**config.mk**
```make
export PLATFORM = sky130hd
export DESIGN_NAME = column_loader
export DESIGN_NICKNAME = d
export VERILOG_FILES = /design/src/rtl/column_loader.sv
export SDC_FILE = /design/constraint.sdc
export NUM_CORES = 1
export LEC_CHECK = 0
export ABC_AREA = 1
export CAP_MARGIN = 20
export CORE_UTILIZATION = 46
export DETAILED_ROUTE_END_ITERATION = 10
export PLACE_DENSITY_LB_ADDON = 0.12
export SLEW_MARGIN = 20
export SYNTH_ARGS = -nofsm -noshare
export SYNTH_HDL_FRONTEND = slang
export SYNTH_SLANG_ARGS = --single-unit
```
**constraint.sdc**
```tcl
create_clock -name clk -period 1.9 [get_ports clk]
set_clock_uncertainty 0.1 [all_clocks]
set_input_delay 0.38 -clock clk [delete_from_list [all_inputs] [get_ports clk]]
set_output_delay 0.38 -clock clk [all_outputs]
set_load 0.03 [all_outputs]
```
**src/rtl/column_loader.sv**
```systemverilog
// Write-side loader for one column's ram_ifm bank: streams words in at ascending addresses,
// then holds the bank as valid until the reader releases it.
module column_loader #(
  parameter int unsigned DATA_WIDTH = 8,
  parameter int unsigned ADDR_WIDTH = 6
) (
  input  logic                  clk,
  input  logic                  rst,
  input  logic                  clk_en,
  input  logic                  start,
  input  logic [ADDR_WIDTH:0]   length,
  input  logic                  in_valid,
  input  logic [DATA_WIDTH-1:0] in_data,
  output logic                  in_ready,
  output logic                  wr_req,
  output logic [ADDR_WIDTH-1:0] wr_addr,
  output logic [DATA_WIDTH-1:0] wr_data,
  output logic                  busy,
  output logic                  done,
  output logic                  bank_valid,
  // "release" is a reserved word in SystemVerilog, hence the prefix
  input  logic                  bank_release,
  output logic [ADDR_WIDTH:0]   fill_count
);

  localparam int unsigned CntWidth = ADDR_WIDTH + 1;
  localparam logic [CntWidth-1:0] Depth = {1'b1, {ADDR_WIDTH{1'b0}}};

  typedef enum logic [1:0] {StIdle, StLoad, StFull} state_e;

  state_e                  state_q, state_d;
  logic [CntWidth-1:0]     len_q, len_d;
  logic [CntWidth-1:0]     fill_q, fill_d;
  logic                    wr_req_q, wr_req_d;
  logic [ADDR_WIDTH-1:0]   wr_addr_q, wr_addr_d;
  logic [DATA_WIDTH-1:0]   wr_data_q, wr_data_d;
  logic                    done_q, done_d;
  logic [CntWidth-1:0]     fill_inc;
  logic                    xfer;

  assign in_ready   = (state_q == StLoad) & clk_en;
  assign xfer       = in_valid & in_ready;
  assign fill_inc   = fill_q + CntWidth'(1);
  assign busy       = (state_q == StLoad);
  assign bank_valid = (state_q == StFull);
  assign wr_req     = wr_req_q;
  assign wr_addr    = wr_addr_q;
  assign wr_data    = wr_data_q;
  assign done       = done_q;
  assign fill_count = fill_q;

  always_comb begin
    state_d   = state_q;
    len_d     = len_q;
    fill_d    = fill_q;
    wr_req_d  = 1'b0;
    wr_addr_d = wr_addr_q;
    wr_data_d = wr_data_q;
    done_d    = 1'b0;
    case (state_q)
      StIdle: begin
        if (start && (length != '0)) begin
          // Clamp so addresses never wrap inside one column
          len_d   = (length > Depth) ? Depth : length;
          fill_d  = '0;
          state_d = StLoad;
        end
      end
      StLoad: begin
        if (xfer) begin
          wr_req_d  = 1'b1;
          wr_addr_d = fill_q[ADDR_WIDTH-1:0];
          wr_data_d = in_data;
          fill_d    = fill_inc;
          if (fill_inc == len_q) begin
            state_d = StFull;
            done_d  = 1'b1;
          end
        end
      end
      StFull: begin
        if (bank_release) state_d = StIdle;
      end
      default: state_d = StIdle;
    endcase
  end

  always_ff @(posedge clk or posedge rst) begin
    if (rst) begin
      state_q   <= StIdle;
      len_q     <= '0;
      fill_q    <= '0;
      wr_req_q  <= 1'b0;
      wr_addr_q <= '0;
      wr_data_q <= '0;
      done_q    <= 1'b0;
    end else if (clk_en) begin
      state_q   <= state_d;
      len_q     <= len_d;
      fill_q    <= fill_d;
      wr_req_q  <= wr_req_d;
      wr_addr_q <= wr_addr_d;
      wr_data_q <= wr_data_d;
      done_q    <= done_d;
    end
  end

endmodule

```
# After elaboration in Yosys (flattened, before gate mapping)
# Index checks and enable logic that the tools add are counted.
# W data, S select, Z words.
# word_totals
ff_bits	32
in_bits	21
out_inout_bits	26
word_cells	40
# classes
addsub	1
magnitude_cmp	1
n_eq_ne	7
n_mux	14
bitwise	2
reduce_logical	8
# op_table
cell	count
$mux W7	3
$pmux W7 S2	1
$mux W2	4
$add A7 B1 Y7 const B	1
$eq A7 B7 Y1	1
$gt A7 B7 Y1 const B	1
$reduce_bool A7 Y1	1
$ne A2 B1 Y1 const B	3
$pmux W2 S3	1
$reduce_and A3 Y1	2
$mux W1	5
$reduce_and A5 Y1	1
$reduce_and A4 Y1	1
$and A1 B1 Y1	2
$eq A2 B1 Y1 const B	1
$eq A2 B2 Y1 const B	1
$logic_not A2 Y1	1
$ne A2 B2 Y1 const B	1
$reduce_bool A2 Y1	1
$logic_and A1 B1 Y1	1

# Longest topological paths before layout
# Gate-level depths: netlist of the first run.
# logic_depth
word_depth	5
ltp_mapped	12
depth_no_buf	12

# Least setup slack after synthesis of the first run
# OpenSTA, ideal clock, no wires.
# synth_timing
kind	register to register
from	register fill_q[0] (netlist: fill_count[0])
to	register state_q[0]
setup_ns	0.116
t_arrival_ns	1.552
required_ns	1.684
slack_ns	0.131
stages_incl_launch_ff	13
path_buffers	0
period_less_slack_ns	1.769
cell_sequence	dfrtp_1 -> ha_1 -> nand2_1 -> nor2_1 -> nand2_1 -> nand2_1 -> nand2_1 -> nand2_1 -> nand2_1 -> nor2_1 -> nand2_2 -> nand2_1 -> nand2_1
# synth_via
elab_chain_cells	4
# synth_rtl
element	line	rtl
from (decl)	33	logic [CntWidth-1:0] fill_q, fill_d;
from (signal assigned)	100	fill_q <= fill_d;
$add A7 B1 Y7	43	assign fill_inc = fill_q + CntWidth'(1);
$eq A7 B7 Y1	75	if (fill_inc == len_q) begin
$ne A2 B1 Y1 (no source line)	--	
$reduce_and A5 Y1 (no source line)	--	
to (signal assigned)	90	state_q <= StIdle;
to (signal assigned)	98	state_q <= state_d;
to (decl)	31	state_e state_q, state_d;
# No other way between the ends.
# A chain may end at the register's enable or synchronous reset.

# Worst setup path in the final report of the first run
# layout_timing
from	register wr_data_q[0] (netlist: wr_data[0])
to	output wr_data[0]
# layout_lines
element	line	rtl
from (decl)	36	logic [DATA_WIDTH-1:0] wr_data_q, wr_data_d;
from (signal assigned)	103	wr_data_q <= wr_data_d;
to (decl)	17	output logic [DATA_WIDTH-1:0] wr_data,
# No word-level cell between the ends.

==> results of run 1 <==
cell type report:
class                           instances  area share [%]
Tap cell                               44            2.44
Sequential cell                        32            35.5
Inverter                               32            5.33
Multi-Input combinational cell        130            26.6
Clock inverter                          2            1.55
Timing Repair Buffer                   61            26.7
Clock buffer                            6            1.83
power by group through the flow:
stage                     Sequential [W]  Clock (W)  Combinational (W)
after floorplan                  0.00148          0           0.000648
after global placement           0.00112          0            0.00167
after detailed placement         0.00114          0            0.00172
after CTS                        0.00112   0.000516            0.00169
after global routing             0.00115   0.000547            0.00183
final                            0.00111   0.000501            0.00167
cell usage in the layout (no fill, tap or decap), types with 2 or more instances in the layout:
cell             count
nand2_1             68
dfrtp_1             32
inv_1               29
clkdlybuf4s50_1     25
o21ai_0             15
buf_4               15
nor2_1              13
nand3_1             13
dlymetal6s2s_1      13
o22ai_1              6
dlygate4sd2_1        6
clkbuf_4             5
a21oi_1              2
nor2_2               2
clkinv_1             2
nand2_2              2
registers in the layout (all words and copies together), names as in the netlist:
signal,cells
wr_data,8
fill_count,7
len_q,7
wr_addr,6
state_q,2
done,1
wr_req,1
stage by stage:
stage | power (W) | area (sq um)
5_1_grt | 0.00352 | 2250
4_1_cts | 0.00332 | 2220
3_5_place_dp | 0.00285 | 2150
6_report | 0.00328 | 2250
3_3_place_gp | 0.00279 | 2150
2_1_floorplan | 0.00213 | 1550
worst min-delay path by stage:
stage                     from    endpoint  cells past startpoint
floorplan             len_q[5]    len_q[5]                      2
global placement    wr_data[1]  wr_data[1]                      2
detailed placement  wr_data[6]  wr_data[6]                      2
CTS                        rst  wr_addr[3]                      3
global route               rst  wr_addr[3]                      3
finish                     rst  wr_addr[5]                      3
cells by family after synthesis:
family                     share of synthesized area (%)
and+or+nand+nor                                     27.8
buffers and inverters                               9.47
DFF                                                 51.8
AOI/OAI and AO/OA                                   9.47
muxes                                              0.647
adders and majority gates                          0.809
layer usage:
metal	vias to the layer above	part of all wire (%)	GRT usage, %
li1	752	-	-
met5	-	0	0
met3	10	6.0	6.28
met1	690	43	27.2
met4	0	1.5	8.97
met2	54	49	39.5
what timing repair did:
item | in CTS | in global routing
gates resized for setup | 7 | 15
endpoints found under the setup margin | 7 | 17
endpoints found under the hold margin | 0 | 0
buffers inserted | 0 | 1
==> flow_summary.ini, run 1 <==
[power]
p_leak_nw = 1.33
p_sw_w = 0.00141
p_int_w = 0.00188
p_comb_share_pct = 50.9
irDropWorstVdd_mv = 0.922
powerDensity_nw_per_um2 = 1460
switching_share_pct = 42.8
clkPwrFrac_pct = 15.2
p_seq_share_pct = 33.9

[grt]
grt_max_degree = 33
grt_use_total_pct = 23.0
grt_pass1_wl_microns = 5970
antenna_found_initial = 0
grt_overflow = 0
grt_pass1_vias = 1386

[worst_setup_path]
arrival_ns = 1.36
critical_path.startpoint_type = flop
path_cells = clkdlybuf4s50_1
critPathMaxStageDelay_ns = 0.67
r2r-start = fill_count[0]
cpLargestDelayFamily = buffers and inverters
crit_start = wr_data[0]
cpMaxStageDelayCell = clkdlybuf4s50_1
crit_path_end_kind = output port
path_depth = 1
path_max_fanout = 2
crit_end = wr_data[0]
r2r_end = state_q[0]
crit_buf_inv = 1
worstPathRequired_ns = 1.42
r2r_slack_ns = 0.09
r2r_cells = 11
path_class = flop to output port

[synthesis]
synth_flop_cell = dfrtp_1
ys_seq_elements = 32
syn_area_per_cell_sq_um = 7.81
synth_nets = 220
seq_area_frac_synth_pct = 51.8
synth_cell_type_count = 23
synth-async-reset-ratio_pct = 100
yosys_warnings = 0
yosysMostFrequentCell = nand2_1
synthCells = 198
yosysTopAreaCellShare_pct = 51.8
synth_top_cell_by_area = dfrtp_1
synthTopCellsByArea = dfrtp_1 52%, nand2_1 17%, inv_1 7.0%
synth_edf_count = 0
synth_area_sq_um = 1550
yosys-top-cells-count = 68 x nand2_1, 32 x dfrtp_1, 29 x inv_1

[die]
dieArea_sq_um = 3600
rows = 20
initial_core_util_pct = 49.4
ioPinCount = 47
die_w_microns = 60.0
fp.coreArea_sq_um = 3130
die-height_microns = 60.0

[cts]
clock_sink_count = 32
tritoncts = done
cts_buffer_depth = 2
root_buffer = clkbuf_4
hold_buffers = 0
insertion_delay_ns = 0.33
htree_levels = 2
cts_inserted_buffers = 5
path_clk_slew_ns = 0.10

[sta]
finalSetupViolCount = 0
relSlewSlack_pct = 73.3
min_period_over_period_pct = 96.8
hold_viol = 0
max_freq_mhz = 544
slew_viol_final = 0
tns_ns = 0
period_minus_slack_ns = 1.84
worst-slew-pin-transition_ns = 0.401
fin_hold_ws_ns = 0.326
final.setup.worst_slack_ns = 0.0613
rsz0062_at_grt = true

[job]
cap_violations = 0

[routing]
drt-total-wl_microns = 3650
dr.first_iter.drc_count = 83
vias = 1506
viasPerCell = 4.91
avgRoutedWirePerCell_microns = 11.9
ant_nets = 0
route.detailed.drc = 0
dr.pass1.iters = 4

[place]
gp_congestion = 0.828
portBuffers = 46
dp_hpwl_microns = 2720
place_inst = 298
place_worst_setup_slack_ns = -0.0872

[hold_path]
min_path_type = input pin to async pin

[layout]
layout.cells.non_filler = 307
drive_above_1_share_pct = 12.2
syn2layout_area_growth_pct = 45.8
n_antenna_cell = 0
fillCellCount = 251
fin_util_pct = 72.1
final_nets = 284
ff_latch_area_sq_um = 801
multi_input_area_sq_um = 599

[status]
status = completed
(Power assumes the default switching activity.)
==> run 2, diff against run 1 <==
CORE_ASPECT_RATIO = 0.9   (was not set)
==> flow_summary.ini, run 2 (synthesized netlist as in run 1, its figures left out) <==
[status]
status = completed

[worst_setup_path]
critical_path.startpoint_type = flop
crit_path_end_kind = output port
arrival_ns = 1.34
critPathMaxStageDelay_ns = 0.68
cpMaxStageDelayCell = clkdlybuf4s50_1
path_max_fanout = 3
worstPathRequired_ns = 1.42
r2r_cells = 11
path_depth = 1
path_class = flop to output port
path_cells = clkdlybuf4s50_1
cpLargestDelayFamily = buffers and inverters
crit_buf_inv = 1

[grt]
antenna_found_initial = 0
grt_overflow = 0
grt_pass1_vias = 1372
grt_max_degree = 33
grt_pass1_wl_microns = 5860
grt_use_total_pct = 21.7

[cts]
root_buffer = clkbuf_8
cts_inserted_buffers = 5
insertion_delay_ns = 0.29
post-cts-setup-buffer-count = 0
htree_levels = 2
hold_buffers = 0
tritoncts = done
cts_buffer_depth = 2
clock_sink_count = 32
path_clk_slew_ns = 0.07

[sta]
period_minus_slack_ns = 1.82
relSlewSlack_pct = 73.4
slew_viol_final = 0
hold_viol = 0
max_freq_mhz = 548
fin_hold_ws_ns = 0.370
worst-slew-pin-transition_ns = 0.399
finalSetupViolCount = 0
rsz0062_at_grt = false
min_period_over_period_pct = 96.0

[layout]
final_common_cell = nand2_1
largest_reg_flops = 8
drive_above_1_share_pct = 11.9
syn2layout_area_growth_pct = 46.0
n_antenna_cell = 0
mostFrequentLayoutCells = 68 x nand2_1, 38 x clkdlybuf4s50_1, 32 x dfrtp_1, 29 x inv_1, 14 x o21ai_0
final_nets = 282

[place]
gp_congestion = 0.825
dp_hpwl_microns = 2460
portBuffers = 46

[routing]
route.detailed.drc = 0
dr.pass1.iters = 4
dr.first_iter.drc_count = 60
viasPerCell = 4.79
drt-total-wl_microns = 3330
vias = 1450
avgRoutedWirePerCell_microns = 11.0
ant_nets = 0

[die]
fp.coreArea_sq_um = 3140
rows = 19
die_w_microns = 63.1
dieArea_sq_um = 3600
die-height_microns = 57.0
initial_core_util_pct = 49.3
ioPinCount = 47

[power]
p_leak_nw = 1.18
irDropWorstVdd_mv = 0.887
power_w = 0.00342
powerDensity_nw_per_um2 = 1520

[hold_path]
min_path_type = input pin to async pin

[job]
cap_violations = 0
run 2: changes by cell type in the layout (fill, tap and decap cells not counted), sizes merged:
| cell | before | now |
|---|---|---|
| dlygate4sd2 | 6 | 4 |
| clkbuf | 7 | 5 |
| clkinvlp | 0 | 1 |
| clkdlybuf4s50 | 25 | 38 |
| buf | 16 | 14 |
| dlymetal6s2s | 13 | 3 |
run 2: layout make-up:
class	count	area (sq um)
clock buffer	5	68.8
fill	268	881
clock inverter	3	42.5
timing repair buffer	59	571
sequential	32	801
inverter	32	120
tap	42	52.6
multi-input combinational	130	602
run 2: per-layer routing:
| layer | vias to the layer above | share of wire, % | track usage [%] |
|---|---|---|---|
| li1 | 744 | - | - |
| met2 | 45 | 45 | 33.9 |
| met1 | 657 | 48 | 27.5 |
| met3 | 4 | 5.9 | 8.20 |
| met5 | - | 0 | 0 |
| met4 | 0 | 0.81 | 7.97 |
run 2: stage by stage:
stage / TNS [ns] / utilization, % / instance area, sq um / setup WS [ns] / std cells
after floorplan: 0 / - / 1550 / 0.131 / 198
after global placement: -0.216 / 68.2 / 2140 / -0.0507 / 295
after detailed placement: -0.911 / 68.2 / 2140 / -0.135 / 295
after CTS: 0 / 71.6 / 2250 / 0.00980 / 303
after global routing: 0 / 71.9 / 2260 / 0.00695 / 303
final: 0 / 71.9 / 2260 / 0.0758 / 303
run 2: path summary, 6_finish.rpt:
path                                from  slack (ns)             to
max reg2reg                fill_count[1]        0.17     state_q[0]
min reg2reg                   wr_data[1]        0.37     wr_data[1]
max in group asynchronous            rst        1.03           done
min                                  rst        0.37     wr_addr[0]
min in group clk              wr_data[1]        0.37     wr_data[1]
max                        fill_count[4]        0.08  fill_count[4]
run 2: where the power goes:
part           leakage [nW]  switching, W  total (W)  internal, W
combinational         0.708      0.000976    0.00165     0.000677
clock                0.0541      0.000265   0.000653     0.000388
sequential            0.414      0.000170    0.00112     0.000948
total                  1.18       0.00141    0.00342      0.00201
run 2: repair_timing:
| action | CTS | global route |
|---|---|---|
| endpoints found under the setup margin | 4 | 7 |
| cloned | 0 | 0 |
| gates resized for setup | 4 | 5 |
